## src/rtl/pipe_mux.sv

```systemverilog
// N-way registered stream multiplexer with valid/ready on every channel.
// Round-robin source selection is built only when PIPE_MUX_RR_EN is defined.
module pipe_mux #(
    parameter int N     = 4,
    parameter int WIDTH = 32
) (
    input  logic                         clk,
    input  logic                         rst_n,
    input  logic                         mode,
    input  logic [((N > 1) ? $clog2(N) : 1)-1:0] sel,
    input  logic [N*WIDTH-1:0]           in_data,
    input  logic [N-1:0]                 in_valid,
    output logic [N-1:0]                 in_ready,
    output logic [WIDTH-1:0]             out_data,
    output logic                         out_valid,
    input  logic                         out_ready,
    output logic [((N > 1) ? $clog2(N) : 1)-1:0] out_chan
);

    localparam int SEL_W = (N > 1) ? $clog2(N) : 1;

    logic [WIDTH-1:0] out_data_q, out_data_d;
    logic             out_valid_q, out_valid_d;
    logic [SEL_W-1:0] out_chan_q, out_chan_d;

    logic             free;
    logic             load;
    logic             grant_valid;
    logic [SEL_W-1:0] grant_idx;

    // Explicit-mode grant: the selected channel, if it exists and is valid.
    logic             ex_valid;
    logic             sel_ok;

    assign free   = !out_valid_q || out_ready;
    assign sel_ok = (int'(sel) < N);

    always_comb begin
        ex_valid = 1'b0;
        for (int i = 0; i < N; i++) begin
            if (sel_ok && (i == int'(sel)) && in_valid[i]) begin
                ex_valid = 1'b1;
            end
        end
    end

`ifdef PIPE_MUX_RR_EN
    logic [SEL_W-1:0] ptr_q, ptr_d;
    logic             rr_valid;
    logic [SEL_W-1:0] rr_idx;

    // Search starts one past the last winner and wraps, so ptr = N-1 favours channel 0.
    always_comb begin
        int idx;
        rr_valid = 1'b0;
        rr_idx   = '0;
        idx      = 0;
        for (int k = 1; k <= N; k++) begin
            idx = (int'(ptr_q) + k) % N;
            if (!rr_valid && in_valid[idx]) begin
                rr_valid = 1'b1;
                rr_idx   = SEL_W'(idx);
            end
        end
    end

    always_comb begin
        grant_valid = mode ? rr_valid : ex_valid;
        grant_idx   = mode ? rr_idx   : sel;
        in_ready    = '0;
        for (int i = 0; i < N; i++) begin
            if (mode) begin
                in_ready[i] = free && rr_valid && (i == int'(rr_idx));
            end else begin
                in_ready[i] = free && sel_ok && (i == int'(sel));
            end
        end
    end

    always_comb begin
        ptr_d = ptr_q;
        if (load && mode) begin
            ptr_d = rr_idx;
        end
    end

    always_ff @(posedge clk) begin
        if (!rst_n) begin
            ptr_q <= SEL_W'(N - 1);
        end else begin
            ptr_q <= ptr_d;
        end
    end
`else
    logic unused_mode;
    assign unused_mode = mode;

    always_comb begin
        grant_valid = ex_valid;
        grant_idx   = sel;
        in_ready    = '0;
        for (int i = 0; i < N; i++) begin
            in_ready[i] = free && sel_ok && (i == int'(sel));
        end
    end
`endif

    assign load = free && grant_valid;

    // Output register: load replaces the word, a drain without load only clears valid.
    always_comb begin
        out_data_d  = out_data_q;
        out_chan_d  = out_chan_q;
        out_valid_d = out_valid_q;
        if (load) begin
            out_data_d  = in_data[int'(grant_idx)*WIDTH +: WIDTH];
            out_chan_d  = grant_idx;
            out_valid_d = 1'b1;
        end else if (out_valid_q && out_ready) begin
            out_valid_d = 1'b0;
        end
    end

    always_ff @(posedge clk) begin
        if (!rst_n) begin
            out_data_q  <= '0;
            out_chan_q  <= '0;
            out_valid_q <= 1'b0;
        end else begin
            out_data_q  <= out_data_d;
            out_chan_q  <= out_chan_d;
            out_valid_q <= out_valid_d;
        end
    end

    assign out_data  = out_data_q;
    assign out_valid = out_valid_q;
    assign out_chan  = out_chan_q;

endmodule
```

## config.mk

```make
export PLATFORM = sky130hd
export DESIGN_NAME = pipe_mux
export DESIGN_NICKNAME = d
export VERILOG_FILES = /design/src/rtl/pipe_mux.sv
export SDC_FILE = /design/constraint.sdc
export NUM_CORES = 1
export LEC_CHECK = 0
export CORE_MARGIN = 1
export CORE_UTILIZATION = 36
export DETAILED_ROUTE_END_ITERATION = 16
export PLACE_DENSITY = 0.86
export SETUP_SLACK_MARGIN = 0.15
export SLEW_MARGIN = 5
export SYNTH_ARGS = -nofsm -noshare
export SYNTH_HDL_FRONTEND = slang
export SYNTH_SLANG_ARGS = --single-unit
```

## constraint.sdc

```tcl
create_clock -name clk -period 2.15 [get_ports clk]
set_clock_uncertainty 0.05 [all_clocks]
set_input_delay 0.215 -clock clk [delete_from_list [all_inputs] [get_ports clk]]
set_output_delay 0.215 -clock clk [all_outputs]
set_load 0.02 [all_outputs]
```

After elaboration in Yosys (flattened, before gate mapping)
Index checks and enable logic that the tools add are counted.
W data, S select, Z words.
- bits in read-only memories: 0
- bits in writable memories: 0
- register bits after elaboration: 35
- logic and storage cells: 27
- bits in latches: 0
- memories: 0
- output and inout port bits: 39
- bitwise logic cells: 0
- equal/unequal tests: 3
- add/sub/neg operators: 0
- reductions and logical operators: 14
- shift-type cells: 1
- multiply operators: 0
- multiplexer cells: 6
- $lt $le $gt $ge: 0
- divide/modulo/power cells: 0
- operator list (cell ; number):
    $shiftx A128 B8 Y32 ; 1
    $logic_and A1 B1 Y1 ; 10
    $mux W1 ; 6
    $eq A2 B2 Y1 const A ; 2
    $eq A1 B2 Y1 const A ; 1
    $logic_not A2 Y1 ; 1
    $reduce_bool A2 Y1 ; 1
    $logic_not A1 Y1 ; 1
    $logic_or A1 B1 Y1 ; 1

Logic depth before layout (Yosys ltp)
Gate-level depths: netlist (run 1).
- depth after elaboration: 8
- mapped depth: 7
- mapped depth without buffers: 4

Worst setup path after synthesis (run 1)
OpenSTA, ideal clock, no wires.
- path kind: register -> register
- start: reg out_valid_q, in the netlist out_valid
- end: reg out_data_q[10], in the netlist out_data[10]
- buffers on the path: 2
- path slack: 0.657 ns
- stages on the path, launching flop included: 7
- arrival: 1.373 ns
- clock period less this slack: 1.493 ns
- cells stage by stage: dfxtp_1 > nor2b_1 > or3_1 > buf_2 > buf_2 > nand3_1 > a21boi_1
- word-level cells in the longest chain between the ends: 3
- RTL lines (element ; RTL line ; source):
    from (decl) ; 23 ; logic out_valid_q, out_valid_d;
    from (signal assigned) ; 132 ; out_valid_q <= out_valid_d;
    $logic_not A1 Y1 ; 35 ; assign free = !out_valid_q || out_ready;
    $logic_or A1 B1 Y1 ; 35 ;
    $logic_and A1 B1 Y1 ; 108 ; assign load = free && grant_valid;
    to (signal assigned) ; 130 ; out_data_q <= out_data_d;
    to (decl) ; 22 ; logic [WIDTH-1:0] out_data_q, out_data_d;
Every way passes these cells.
A chain may end at the register's enable or synchronous reset.

Worst setup path in the final report (run 1)
- start: in out_ready
- end: out in_ready[3]
- word-level cells in the longest chain between the ends: 2
- RTL lines (element ; RTL line ; source):
    from (decl) ; 16 ; input logic out_ready,
    $logic_or A1 B1 Y1 ; 35 ;
    $logic_and A1 B1 Y1 ; 103 ; in_ready[i] = free && sel_ok && (i == int'(sel));
    to (decl) ; 13 ; output logic [N-1:0] in_ready,
Every way passes these cells.

==> results of run 1 <==
[worst max-delay path, delay by kind of cell]
family	cells	cell delay, ns
buffers and inverters	2	1.10
and+or+nand+nor	2	0.34
[per-stage QoR]
stage / total power, W / setup WS, ns
floorplan: 0.00110 / 0.657
global placement: 0.00152 / 0.153
detailed placement: 0.00153 / 0.136
CTS: 0.00215 / 0.238
global route: 0.00223 / 0.192
finish: 0.00214 / 0.237
[power by group]
group | leakage (nW) | internal, W | total [W] | switching [W]
sequential | 0.288 | 0.000704 | 0.000732 | 0.0000282
clock | 0.0612 | 0.000375 | 0.000616 | 0.000241
combinational | 1.15 | 0.000484 | 0.000789 | 0.000306
total | 1.50 | 0.00156 | 0.00214 | 0.000574
[routing by layer]
metal | global-route usage (%) | up-vias | part of all wire [%]
li1 | - | 1157 | -
met1 | 29.8 | 1190 | 40
met2 | 45.0 | 103 | 52
met3 | 6.07 | 20 | 5.8
met4 | 12.7 | 0 | 3.0
met5 | 0 | - | 0
[registers in the layout, summed over array words and instances, names as in the netlist]
register   count
out_chan       2
out_data      32
out_valid      1
[what timing repair did]
action	CTS	global route
endpoints found under the setup margin	1	0
buffers inserted	0	0
gates resized for setup	1	0
[Yosys cell counts]
cell,n
nand2b_1,1
buf_2,13
nor3_2,1
a21oi_1,2
o21ai_1,26
nor2b_1,2
o21a_1,1
buf_4,2
nand3_1,34
and3_1,3
dfxtp_1,35
mux4_2,32
clkbuf_1,6
o21ai_0,7
buf_6,3
inv_2,1
mux2_2,1
mux2i_1,1
nor2_1,1
or3_1,1
nor3_1,2
a21boi_1,33
[worst min-delay path by stage]
stage / start / end / slack [ns]
floorplan: rst_n / out_data[11] / 0.32
global placement: out_data[1] / out_data[1] / 0.40
detailed placement: out_data[31] / out_data[31] / 0.41
CTS: out_data[12] / out_data[12] / 0.41
global route: out_data[12] / out_data[12] / 0.43
finish: out_data[23] / out_data[23] / 0.41
[kinds of logic (layout without fill, tap and decap cells)]
family          after synthesis  after routing  synth area share [%]
simple gates                 45             45                  10.6
flops                        35             35                  31.1
compound gates               69             69                  19.1
mux                          34             34                  33.0
buf+inv                      25            199                  6.23
[final cells by class]
| class | count | area (um^2) |
|---|---|---|
| sequential | 35 | 701 |
| clock buffer | 6 | 82.6 |
| timing repair buffer | 190 | 1860 |
| clock inverter | 2 | 35.0 |
| inverter | 1 | 3.75 |
| tap | 75 | 93.8 |
| fill | 466 | 1800 |
| multi-input combinational | 148 | 1420 |
==> impl_metrics.ini, run 1 <==
[layout]
finalNonFillerCells = 457
syn2layout_area_growth_pct = 86.2
layout-drive-gt1-share_pct = 15.4
post-route-util_pct = 69.9
fin_area_mm2 = 0.00419
layout_commonest_cell = clkdlybuf4s50_1
diodes = 0
nNetsFinal = 519
final_cell_mix = clkdlybuf4s50_1 (173), dfxtp_1 (35), nand3_1 (34)

[timing]
hold_slack_ns = 0.413
hold_violations = 0
setup_violations = 0
setup_tns_ns = 0
maxSlewViolCount = 0
period_share_pct = 89.0
fmax_ghz = 0.523
rsz0062_at_grt = no
slew_headroom_pct = 76.1
worstMarginPinSlew_ns = 0.349
period_needed_ns = 1.91

[clocking]
cts_buffers = 5
ctsLongestPathBuffers = 2
cts_num_sinks = 35
clock_latency_ns = 0.28
cts_root_buffer = clkbuf_8
hold_buffers = 0
htreeDepth = 2
cts_tree = built
path_clk_slew_ns = 0.07

[global_routing]
overflow = 0
grt_max_degree = 36
first_global_vias = 2471
grt_usage_pct = 25.9
antenna_found_initial = 0
grt_pass1_wl_mm = 12.3

[logic_synthesis]
avgSynthCellArea_um2 = 10.8
synth.net_count = 346
synth.cell_area_mm2 = 0.00225
synth_cell_type_count = 22
yosys-top-cells-area = mux4_2 (32%), dfxtp_1 (31%), a21boi_1 (11%)
synth_top_area_share_pct = 32.0
yosys.area.top_type = mux4_2
ys_ff_latch = 35
synthCells = 208
ys_warn_count = 0
yosysSeqAreaShare_pct = 31.1

[worst_setup_path]
reg2reg_to = out_data[21]
critPathMaxStageDelay_ns = 0.62
cpMostUsedCell = clkdlybuf4s50_1
worstSetupPathType = input port to primary output
end_kind = primary output
crit_fanout = 4
critical_path_required_ns = 1.88
r2r_start = out_valid
endpoint = in_ready[3]
r2r_cells = 6
reg2reg_slack_ns = 0.59
crit_chain = clkdlybuf4s50_1 > nand2b_1 > and3_1 > clkdlybuf4s50_1
crit_slowest_cell = clkdlybuf4s50_1
crit_arrival_ns = 1.65
start_kind = input port
crit_start = out_ready

[route]
detail-route-antenna-nets = 0
first_pass_iters = 4
drt_iter0_markers = 114
vias = 2470
post-route-drc-count = 0
drt-wirelength-per-cell_um = 18.1
via_per_inst = 5.40
drt-total-wl_mm = 8.25

[place]
dp.cells = 449
place_congestion = 0.801
port_buffers = 175
placed_area_mm2 = 0.00407
dp_hpwl_mm = 6.46

[power_and_ir_drop]
peakVddDrop_uv = 402
leakagePower_nw = 1.50
powerDensity_mw_per_mm2 = 510

[min_path]
hold_depth = 2
hold_path_class = flop to flop

[die]
initial_core_util_pct = 37.6
core_area_mm2 = 0.00599
die-area_mm2 = 0.00657
ios = 177
chipHeight_um = 81.1
die_w_um = 81.1
row_count = 28

[run]
max_cap_viol_count = 0

[run_status]
status = finished clean
No activity file was read; power rests on OpenSTA's default activity.
==> run 2, diff against run 1 <==
PLACE_DENSITY = not set   (was 0.86)
PLACE_DENSITY_LB_ADDON = 0.1   (was not set)
==> run 2 against run 1 <==
  * Die area stayed put
  * Cell count is 0.88% lower
  * Core utilization down 0.61 points
  * Combinational power decreased by 2%
  * Register-to-register slack worse by 0.08 ns
  * Global-route usage is 2.0 points lower
  * Clock power shrank 14%
  * Sequential cell count did not move
  * Clock-buffer cell count rose by 2
  * Non-clock buffer count decreased by 4
==> impl_metrics.ini, run 2 (same netlist as run 1, synthesis figures left out) <==
[clocking]
path_clk_slew_ns = 0.07
cts_root_buffer = clkbuf_8
cts_tree = built
cts_buffers = 5
cts_setup_buffers = 0
ctsLongestPathBuffers = 2
cts_num_sinks = 35
htreeDepth = 2
clock_latency_ns = 0.29

[die]
die-area_mm2 = 0.00657
die_w_um = 81.1
core_area_mm2 = 0.00599
chipHeight_um = 81.1
initial_core_util_pct = 37.6
row_count = 28
ios = 177

[worst_setup_path]
end_kind = primary output
worstSetupPathType = input port to primary output
r2r_cells = 5
critical_path_required_ns = 1.88
critPathMaxStageDelay_ns = 0.60
cpMostUsedCell = clkdlybuf4s50_1
crit_slowest_cell = clkdlybuf4s50_1
crit_fanout = 4
crit_arrival_ns = 1.62
start_kind = input port
crit_chain = clkdlybuf4s50_1 > nand2b_1 > and3_1 > clkdlybuf4s50_1

[timing]
period_needed_ns = 1.88
maxSlewViolCount = 0
period_share_pct = 87.5
setup_violations = 0
hold_violations = 0
slew_headroom_pct = 74.2
worstMarginPinSlew_ns = 0.387
setup_tns_ns = 0
fmax_ghz = 0.532
rsz0062_at_grt = no

[power_and_ir_drop]
leakagePower_nw = 1.47
peakVddDrop_uv = 284
power.total_w = 0.00204
powerDensity_mw_per_mm2 = 490

[route]
post-route-drc-count = 0
drt_iter0_markers = 96
via_per_inst = 5.34
met1_length_mm = 2.79
drt-wirelength-per-cell_um = 16.7
detail-route-antenna-nets = 0
vias = 2418
met3WireLength_um = 659
dr.max_layer_used = met4
wl_met2_mm = 4.04
drt-total-wl_mm = 7.57
first_pass_iters = 4

[layout]
syn2layout_area_growth_pct = 84.5
largest_register_ffs = 32
layout-drive-gt1-share_pct = 14.8
diodes = 0
nNetsFinal = 515
final_cell_mix = clkdlybuf4s50_1 (173), dfxtp_1 (35), nand3_1 (34)
layout_commonest_cell = clkdlybuf4s50_1
fillers = 486

[place]
port_buffers = 175
place_congestion = 0.733
dp_hpwl_mm = 5.87

[global_routing]
overflow = 0
first_global_vias = 2535
antenna_found_initial = 0
grt_max_degree = 36
grt_usage_pct = 23.9
grt_pass1_wl_mm = 11.7

[min_path]
hold_path_class = input port to flop
hold_depth = 3

[run_status]
status = finished clean

[run]
max_cap_viol_count = 0
[run 2: final cells by class]
cell class                 instances  area (um^2)  area share, %
multi-input combinational        148         1420           34.2
timing repair buffer             186         1840           44.2
inverter                           1         3.75         0.0904
clock buffer                       8          100           2.41
tap                               75         93.8           2.26
sequential                        35          701           16.9
[run 2: path summary, 6_finish.rpt]
check	startpoint	end	slack [ns]
min	sel[1]	out_valid	0.30
min reg2reg	out_data[13]	out_data[13]	0.41
max reg2reg	out_valid	out_data[20]	0.51
max	out_ready	in_ready[3]	0.27
[run 2: critical path: cells and delay by family]
family,cells,cell delay (ns)
buf+inv,2,1.09
simple gates,2,0.32
[run 2: per-stage QoR]
| step | worst slack, ns | instance area (um^2) | util [%] | hold slack [ns] | std cells |
|---|---|---|---|---|---|
| floorplan | 0.657 | 2250 | - | 0.318 | 208 |
| global placement | 0.242 | 4050 | 67.6 | 0.398 | 445 |
| detailed placement | 0.199 | 4050 | 67.6 | 0.406 | 445 |
| CTS | 0.215 | 4150 | 69.3 | 0.289 | 453 |
| global route | 0.163 | 4150 | 69.3 | 0.310 | 453 |
| finish | 0.270 | 4150 | 69.3 | 0.296 | 453 |
[run 2: metal layers]
metal,track usage [%],vias to the layer above
met4,6.25,0
met1,26.0,1151
met2,44.7,110
met3,6.97,6
met5,0,-
li1,-,1151
[run 2: power breakdown]
part           internal (W)  switching [W]
registers          0.000704      0.0000270
logic              0.000481       0.000296
clock network      0.000292       0.000234
[run 2: timing repair]
item                                    4_1_cts  5_1_grt
hold endpoints to repair                      0        0
hold buffers                                  0        0
gates resized for setup                       0        1
endpoints found under the setup margin        0        2
==> run 3, diff against run 2 <==
SLEW_MARGIN = 30   (was 5)
==> results of run 3 <==
No change in the layout: final DEF, timing and power equal those of run 2.
